==> src/rtl/fb_reader_pkg.sv <==
// Shared types and constants for the two-client framebuffer read port.
package fb_reader_pkg;

    typedef logic client_id_t;

    localparam client_id_t CLIENT0 = 1'b0;
    localparam client_id_t CLIENT1 = 1'b1;

    localparam logic [1:0] AXI_RESP_OKAY = 2'b00;

endpackage

==> src/rtl/fb_reader_id_fifo.sv <==
// Synchronous FIFO of client IDs, one entry per read issued on AR and not yet returned on R.
module fb_reader_id_fifo
    import fb_reader_pkg::*;
#(
    parameter int DEPTH = 4
) (
    input  logic                     clk,
    input  logic                     reset,
    input  logic                     push,
    input  client_id_t               push_id,
    input  logic                     pop,
    output client_id_t               head,
    output logic                     empty,
    output logic                     full,
    output logic [$clog2(DEPTH):0]   count
);

    localparam int PTR_W = $clog2(DEPTH);
    localparam int CNT_W = PTR_W + 1;

    client_id_t       mem [DEPTH];
    logic [PTR_W-1:0] wr_ptr;
    logic [PTR_W-1:0] rd_ptr;
    logic             do_push;
    logic             do_pop;

    assign do_push = push && !full;
    assign do_pop  = pop && !empty;

    // NOTE: storage has no reset; an entry is only ever read after it has been written.
    always_ff @(posedge clk) begin
        if (do_push)
            mem[wr_ptr] <= push_id;
    end

    always_ff @(posedge clk or negedge reset) begin
        if (!reset) begin
            wr_ptr <= '0;
            rd_ptr <= '0;
            count  <= '0;
        end else begin
            if (do_push)
                wr_ptr <= wr_ptr + PTR_W'(1);
            if (do_pop)
                rd_ptr <= rd_ptr + PTR_W'(1);
            if (do_push && !do_pop)
                count <= count + CNT_W'(1);
            else if (!do_push && do_pop)
                count <= count - CNT_W'(1);
        end
    end

    assign head  = mem[rd_ptr];
    assign empty = (count == '0);
    assign full  = (count == CNT_W'(DEPTH));

endmodule

==> src/rtl/fb_reader_2to1.sv <==
// Two-client framebuffer read port: round-robin AR issue, in-order R routing by client ID.
// Define FB_READER_2TO1_ERR_EN to add err_count and zero the color of error beats.
module fb_reader_2to1
    import fb_reader_pkg::*;
#(
    parameter int PIXEL_BITS      = 12,
    parameter int AXI_ADDR_WIDTH  = 20,
    parameter int AXI_DATA_WIDTH  = 16,
    parameter int MAX_OUTSTANDING = 4
) (
    input  logic                      clk,
    input  logic                      reset,
    input  logic                      in0_axi_tvalid,
    output logic                      in0_axi_tready,
    input  logic [AXI_ADDR_WIDTH-1:0] in0_addr,
    output logic                      out0_axi_tvalid,
    input  logic                      out0_axi_tready,
    output logic [PIXEL_BITS-1:0]     out0_color,
    input  logic                      in1_axi_tvalid,
    output logic                      in1_axi_tready,
    input  logic [AXI_ADDR_WIDTH-1:0] in1_addr,
    output logic                      out1_axi_tvalid,
    input  logic                      out1_axi_tready,
    output logic [PIXEL_BITS-1:0]     out1_color,
    output logic [AXI_ADDR_WIDTH-1:0] axi_araddr,
    output logic                      axi_arvalid,
    input  logic                      axi_arready,
    input  logic [AXI_DATA_WIDTH-1:0] axi_rdata,
    input  logic [1:0]                axi_rresp,
    input  logic                      axi_rvalid,
    output logic                      axi_rready
`ifdef FB_READER_2TO1_ERR_EN
    ,
    output logic [7:0]                err_count
`endif
);

    localparam int CNT_W = $clog2(MAX_OUTSTANDING) + 1;

    client_id_t            last_grant;
    client_id_t            winner;
    client_id_t            head;
    logic                  fifo_empty;
    logic                  fifo_full;
    logic [CNT_W-1:0]      outstanding;
    logic                  slot_free;
    logic                  can_accept;
    logic                  accept;
    logic                  head_ready;
    logic                  r_hs;
    logic [PIXEL_BITS-1:0] beat_color;

    // Gating with reset keeps both treadys low while the block is held in reset.
    assign slot_free  = !axi_arvalid || axi_arready;
    assign can_accept = reset && slot_free && !fifo_full;

    // NOTE: every always_comb output gets a default first so no path can infer a latch.
    always_comb begin
        winner = ~last_grant;
        if (in0_axi_tvalid && !in1_axi_tvalid)
            winner = CLIENT0;
        else if (in1_axi_tvalid && !in0_axi_tvalid)
            winner = CLIENT1;
    end

    assign in0_axi_tready = can_accept && (winner == CLIENT0);
    assign in1_axi_tready = can_accept && (winner == CLIENT1);
    assign accept = (in0_axi_tready && in0_axi_tvalid) || (in1_axi_tready && in1_axi_tvalid);

    // NOTE: state is updated with <= so every register samples pre-edge values.
    always_ff @(posedge clk or negedge reset) begin
        if (!reset) begin
            axi_arvalid <= 1'b0;
            axi_araddr  <= '0;
            last_grant  <= CLIENT1;
        end else begin
            if (accept) begin
                axi_arvalid <= 1'b1;
                axi_araddr  <= (winner == CLIENT1) ? in1_addr : in0_addr;
                last_grant  <= winner;
            end else if (axi_arready) begin
                axi_arvalid <= 1'b0;
            end
        end
    end

    fb_reader_id_fifo #(
        .DEPTH (MAX_OUTSTANDING)
    ) u_id_fifo (
        .clk     (clk),
        .reset   (reset),
        .push    (accept),
        .push_id (winner),
        .pop     (r_hs),
        .head    (head),
        .empty   (fifo_empty),
        .full    (fifo_full),
        .count   (outstanding)
    );

    // R is a pure pass-through; the FIFO head names the client owning the current beat.
    assign head_ready = (head == CLIENT1) ? out1_axi_tready : out0_axi_tready;
    assign axi_rready = !fifo_empty && head_ready;
    assign r_hs       = axi_rvalid && axi_rready;

    assign out0_axi_tvalid = axi_rvalid && !fifo_empty && (head == CLIENT0);
    assign out1_axi_tvalid = axi_rvalid && !fifo_empty && (head == CLIENT1);
    assign out0_color = (!fifo_empty && head == CLIENT0) ? beat_color : '0;
    assign out1_color = (!fifo_empty && head == CLIENT1) ? beat_color : '0;

`ifdef FB_READER_2TO1_ERR_EN
    logic beat_err;

    assign beat_err   = (axi_rresp != AXI_RESP_OKAY);
    assign beat_color = beat_err ? '0 : axi_rdata[PIXEL_BITS-1:0];

    always_ff @(posedge clk or negedge reset) begin
        if (!reset)
            err_count <= '0;
        else if (r_hs && beat_err && err_count != 8'hFF)
            err_count <= err_count + 8'd1;
    end
`else
    assign beat_color = axi_rdata[PIXEL_BITS-1:0];
`endif

    // Upper data bits, rresp (default build) and the occupancy count are not needed here.
    logic unused_ok;
    assign unused_ok = ^{axi_rdata, axi_rresp, outstanding};

endmodule

==> config.mk <==
export PLATFORM = sky130hd
export DESIGN_NAME = fb_reader_2to1
export DESIGN_NICKNAME = d
export VERILOG_FILES = /design/src/rtl/fb_reader_pkg.sv /design/src/rtl/fb_reader_id_fifo.sv /design/src/rtl/fb_reader_2to1.sv
export SDC_FILE = /design/constraint.sdc
export NUM_CORES = 1
export LEC_CHECK = 0
export ABC_AREA = 1
export CAP_MARGIN = 5
export CORE_ASPECT_RATIO = 2
export CORE_MARGIN = 2
export CORE_UTILIZATION = 40
export CTS_CLUSTER_DIAMETER = 60
export DETAILED_ROUTE_END_ITERATION = 7
export PLACE_DENSITY = 0.84
export RECOVER_POWER = 50
export REMOVE_ABC_BUFFERS = 1
export SYNTH_ARGS = -nofsm -noshare
export SYNTH_HDL_FRONTEND = slang
export SYNTH_SLANG_ARGS = --single-unit
==> constraint.sdc <==
create_clock -name clk -period 5.15 [get_ports clk]
set_input_delay 0.7725 -clock clk [delete_from_list [all_inputs] [get_ports clk]]
set_output_delay 0.7725 -clock clk [all_outputs]
set_load 0.005 [all_outputs]
==> metrics.txt, run 1 <==
WS Path Type in -> out; Reg area 847 sq um; Fmax 241 MHz; syn avg cell area 8.23 sq um; nets@finish 415; top post-synthesis cells by area dfrtp_1, nand3_1, o21a_1; antenna fix cells 0; die width 53.4 um; fin util 0.654; vias in the first global route 1975; Clock transition at path regs 0.07 ns; Top cell by count, worst path nand2_1; total global-route track usage 0.192; area of the die 5480 sq um; Die Ht 103 um; type of the worst min-delay path reg -> reg; Crit path largest cell delay 0.67 ns; initial core utilization 0.408; commonest cells in the synthesized netlist nand3_1, nand2_1, nor2_1; Reg2Reg Depth 10; setup tns final 0 ns; io pins 116; type of origin of the critical path input pin; WP data required 4.38 ns; Layout area overhead 60.1%; CTS tree done; Root Buffer clkbuf_8; layout cells sized above 1 0.0552; Vias 1994; area share of the leading cell type in the synthesized netlist 0.359; leading area contributor after synthesis dfrtp_1; distinct cell type count after synthesis 23; via-per-instance ratio 4.97; outcome completed; Num CTS Buffers 5; gp weighted congestion 0.748; Slew headroom 0.476; Slew @ Worst Pin 0.784 ns; largest net degree at the start of global routing 47; Avg WL per Cell 12.6 um; area of the multi-input gates 882 sq um; hold_sp axi_araddr[10]; most common cell in the netlist nand3_1; Final HPWL DP 4010 um; Crit Reg-Reg Endpoint u_id_fifo.count[2]; static leakage 1.36 nW; reg-to-reg slack, setup 2.65 ns; Slew Viols, Final 0; synthesis-stage register bit count 33; Syn Inst Count 237; clock buffer depth 2; Final setup viols 0; number of fill cells 415; Post-synth EDFFs 4; Top FF cell, synth dfrtp_1; worst-path cell chain dlygate4sd3_1, inv_1, nand2_1, nand2_1, nor2_1, clkdlybuf4s50_1; DRT iter0 DRCs 20; hold depth 1; final period utilization 0.807; core box area 4770 sq um; Endpoint, Worst Hold axi_araddr[10]; reg-to-reg startpoint u_id_fifo.count[0]; Critical Path End Type output pin; worst clock skew 0.00451 ns; row cnt 36; ys async rst share 0.879; Hold Fails Final Rpt 0; RSZ-0062 raised after global routing no; TritonRoute pass-1 iters 4; Slowest-stage cell, CP nand2_1; CTS Sinks 33; initial antenna violation count 0; Post-Route WL 5060 um; Crit Path Max Fanout 25; DRT antenna net count 0; Pwr Density 471 nW/um^2; Seq/Total Area, Yosys 0.435; # Post-CTS Setup Buffers 0; number of hold buffers added after cts 0; Warnings, synthesis 0; Buffers on Ports 109; DRC violations left 0; first-pass GRT wire length 7960 um; maximum VDD drop 299 uV; Tmin final 4.16 ns; Post-Syn Area 1950 sq um; clk_lat worst skew 0.28 ns; crit path DAT 3.38 ns; Overflow after GRT 0; max_cap viols 0; post-CTS resize count 0; H-tree levels 2
[final cells by class]
type,instances,share of cell area
clock inverter,1,0.00160
timing repair buffer,111,0.354
sequential,33,0.271
clock buffer,7,0.0309
tap,57,0.0229
multi-input combinational,162,0.283
inverter,30,0.0361
[cell usage in the layout (no fill, tap or decap), drive strengths merged]
master          n
nand3          49
o21ai           5
a21oi           4
xnor2           1
inv            30
nand4           2
xor2            3
nor2           33
fa              1
nand2          38
clkdlybuf4s50  85
clkbuf          7
dlygate4sd3    24
dfstp           1
o21a           21
buf             2
clkinv          1
ha              5
dfrtp          28
edfxtp          4
[power by group]
part / total, mW / internal (mW) / switching [mW]
Combinational: 0.803 / 0.441 / 0.362
Sequential: 0.455 / 0.383 / 0.0719
Clock: 0.213 / 0.121 / 0.0924
[layer usage]
layer	GRT usage	wire (um)	up-vias
li1	-	-	977
met1	0.178	1760	913
met2	0.361	2600	99
met3	0.0754	640	5
met4	0.0671	54	0
met5	0	0	-
[state kept, by name, indices dropped and copies added (netlist names)]
register,count
u_id_fifo.rd_ptr,2
u_id_fifo.mem,4
last_grant,1
u_id_fifo.count,3
axi_arvalid,1
axi_araddr,20
u_id_fifo.wr_ptr,2
[worst max-delay path, delay by kind of cell]
family / cells / cell delay, ns
buf+inv: 3 / 1.15
simple gates: 3 / 1.47
[worst max path at each step]
stage	slack (ns)	startpoint	endpoint	cells past startpoint
after floorplan	2.54	in0_axi_tvalid	in0_axi_tready	4
after global placement	1.39	in0_axi_tvalid	in0_axi_tready	6
after detailed placement	1.30	in0_axi_tvalid	in0_axi_tready	6
after CTS	1.28	in0_axi_tvalid	in0_axi_tready	6
after global routing	0.77	in0_axi_tvalid	in0_axi_tready	6
final	0.99	in0_axi_tvalid	in0_axi_tready	6
[stage by stage]
step                std cells  instance area [sq um]  total power, mW  setup WS [ns]  hold slack (ns)
global placement          393                   3020             1.26           1.39            0.471
detailed placement        393                   3020             1.31           1.30            0.482
floorplan                 225                   1850            0.824           2.54            0.477
global route              401                   3120             1.60          0.772            0.507
CTS                       401                   3130             1.53           1.28            0.496
finish                    401                   3120             1.47          0.994            0.484
[cells by family (layout without fill, tap and decap cells)]
kind of cell	Yosys count	in the layout	share of synthesized area
adders and majority gates	6	6	0.0424
xor gates and xnor gates	4	4	0.0180
buffers and inverters	42	149	0.110
and+or+nand+nor	122	122	0.289
AOI/OAI and AO/OA	30	30	0.106
DFF	33	33	0.435
Note: power is estimated with default switching activity, not from simulation.
==> run 2, diff against run 1 <==
CORE_UTILIZATION = 38   (was 40)
PLACE_DENSITY = 0.8   (was 0.84)
clock period = 4.3 ns   (was 5.15 ns; I/O delays follow)
==> run 2 against run 1 <==
Total power is 17% higher; clock power is 4% higher; flip-flop and latch count stayed put; global-route usage is 0.41 points lower; die area is 5.0% higher; sequential power is 20% higher; routed wire length is 0.26% higher; critical path depth is 1 lower; cell area is 0.56% lower; sequential share of layout area is 0.15 points higher; via count is 1.7% lower; the flow now finishes with violations (max-capacitance violations, max-slew violations); first-iteration DRC count is 30% higher.
==> metrics.txt, run 2 (same netlist as run 1, synthesis figures left out) <==
Slew @ Worst Pin 1.54 ns (was 0.784 ns); switch share 0.366 (was 0.358); Crit Path Max Fanout 22 (was 25); setup tns final 0 ns (unchanged); # Post-CTS Setup Buffers 0 (unchanged); vias in the first global route 1886 (was 1975); worst-path cell chain dlygate4sd3_1, inv_2, nand2_1, a21oi_1, clkdlybuf4s50_1 (was dlygate4sd3_1, inv_1, nand2_1, nand2_1, nor2_1, clkdlybuf4s50_1); DRT antenna net count 0 (unchanged); Slew Viols, Final 30 (was 0); TritonRoute pass-1 iters 4 (unchanged); initial core utilization 0.397 (was 0.408); sequential share of power 0.315 (was 0.309); Crit path buffers/inverters 3 (unchanged); Largest register FFs 20 (unchanged); CTS tree done (unchanged); static leakage 1.34 nW (was 1.36 nW); failing checks max-capacitance violations, max-slew violations; Final HPWL DP 4000 um (was 4010 um); Pwr Density 557 nW/um^2 (was 471 nW/um^2); row cnt 36 (unchanged); largest net degree at the start of global routing 47 (unchanged); antenna fix cells 0 (unchanged); combinational power share 0.557 (was 0.546); initial antenna violation count 0 (unchanged); final period utilization 0.756; Slowest-stage cell, CP dlygate4sd3_1 (was nand2_1); max_cap viols 1 (was 0); layout cells sized above 1 0.0522 (was 0.0552); Clock transition at path regs 0.06 ns (was 0.07 ns); hold depth 1 (unchanged); Critical Path End Type output pin (unchanged); RSZ-0062 raised after global routing no (unchanged); nets@finish 416 (was 415); post-CTS resize count 0 (unchanged); Num CTS Buffers 5 (unchanged); Fmax 308 MHz; type of the worst min-delay path reg -> reg (unchanged); WS Path Type in -> out (unchanged); Overall Power 1.73 mW (was 1.47 mW); clk_lat worst skew 0.29 ns (was 0.28 ns); worst clock skew 0.00645 ns (was 0.00451 ns); Final setup viols 0 (unchanged); core box area 4910 sq um (was 4770 sq um); most frequent cells in the layout clkdlybuf4s50_1, nand3_1, nand2_1 (unchanged); fin util 0.632 (was 0.654); Levels on crit path 5 (was 6); Slew headroom -0.0298 (was 0.476); clock buffer depth 2 (unchanged); first-pass GRT wire length 8050 um (was 7960 um); Buffers on Ports 109 (unchanged); CTS Sinks 33 (unchanged); DRT iter0 DRCs 26 (was 20); biggest regs axi_araddr x20, u_id_fifo.mem x4, u_id_fifo.count x3 (unchanged); crit path DAT 2.61 ns (was 3.38 ns); Largest delay share family, worst path buffers and inverters (was simple AND/OR/NAND/NOR gates); Top reg by flops axi_araddr (unchanged); Tmin final 3.25 ns; Reg2Reg Depth 10 (unchanged); outcome finished, violations left (was completed); maximum VDD drop 432 uV (was 299 uV); total global-route track usage 0.188 (was 0.192); gp weighted congestion 0.706 (was 0.748); number of hold buffers added after cts 0 (unchanged); Hold Fails Final Rpt 0 (unchanged); DRC violations left 0 (unchanged); Die Ht 105 um (was 103 um); Overflow after GRT 0 (unchanged); most common cell after layout, fill and taps aside clkdlybuf4s50_1 (unchanged); die width 54.6 um (was 53.4 um); H-tree levels 2 (unchanged); NetSw 0.633 mW (was 0.526 mW); clock power share 0.128 (was 0.145); io pins 116 (unchanged); Vias 1961 (was 1994); Avg WL per Cell 12.6 um (about the same); Layout area overhead 59.2% (was 60.1%); Root Buffer clkbuf_8 (unchanged); area of the die 5750 sq um (was 5480 sq um); WP data required 3.65 ns (was 4.38 ns); type of origin of the critical path input pin (unchanged); Crit path largest cell delay 0.57 ns (was 0.67 ns); via-per-instance ratio 4.88 (was 4.97); Cell Int Power 1.09 mW (was 0.945 mW); Post-Route WL 5070 um (was 5060 um)
==> run 2: metrics by stage <==
step / std cells / worst slack, ns / hold slack (ns) / cell area, sq um
global route: 402 / 0.852 / 0.500 / 3100
detailed placement: 394 / 1.13 / 0.479 / 3030
finish: 402 / 1.05 / 0.483 / 3100
CTS: 402 / 1.17 / 0.493 / 3110
global placement: 394 / 1.15 / 0.474 / 3030
floorplan: 225 / 1.95 / 0.349 / 1850
==> run 2: routing by layer <==
layer	share of wire	GRT usage
met1	0.35	0.190
met2	0.55	0.343
met5	0	0
met4	0.010	0.0750
met3	0.087	0.0425
==> run 2: cell type report <==
cell class | instances | area [sq um]
Clock inverter | 3 | 12.5
Fill cell | 418 | 1810
Multi-Input combinational cell | 162 | 885
Timing Repair Buffer | 112 | 1110
Sequential cell | 33 | 847
Clock buffer | 5 | 68.8
Inverter | 30 | 113
Tap cell | 57 | 71.3
==> run 2: power groups by stage <==
stage	sequential (mW)	combinational [mW]	clock, mW
after floorplan	0.550	0.437	0
after global routing	0.561	1.08	0.239
final	0.544	0.962	0.221
after global placement	0.548	0.986	0
after CTS	0.550	1.02	0.229
after detailed placement	0.554	1.01	0
==> run 2: path summary, 6_finish.rpt <==
check / from / endpoint / slack (ns)
worst min register to register: axi_araddr[15] / axi_araddr[15] / 0.48
min in group asynchronous: reset / axi_arvalid / 1.35
worst min-delay path: axi_araddr[15] / axi_araddr[15] / 0.48
max in group asynchronous: reset / u_id_fifo.count[1] / 2.06
worst max register to register: u_id_fifo.count[0] / u_id_fifo.count[2] / 1.81
worst max-delay path: in0_axi_tvalid / in1_axi_tready / 1.05
==> run 2: worst register-to-register path, stage by stage, from the launching register on <==
cell and delay, ns:
dfrtp_1 0.42, inv_1 0.08, nand3_1 0.08, nand2_1 0.16, nor2_8 0.48, ha_1 0.26
inv_1 0.07, fa_1 0.38, a21oi_1 0.14, o21ai_0 0.14, xor2_1 0.17
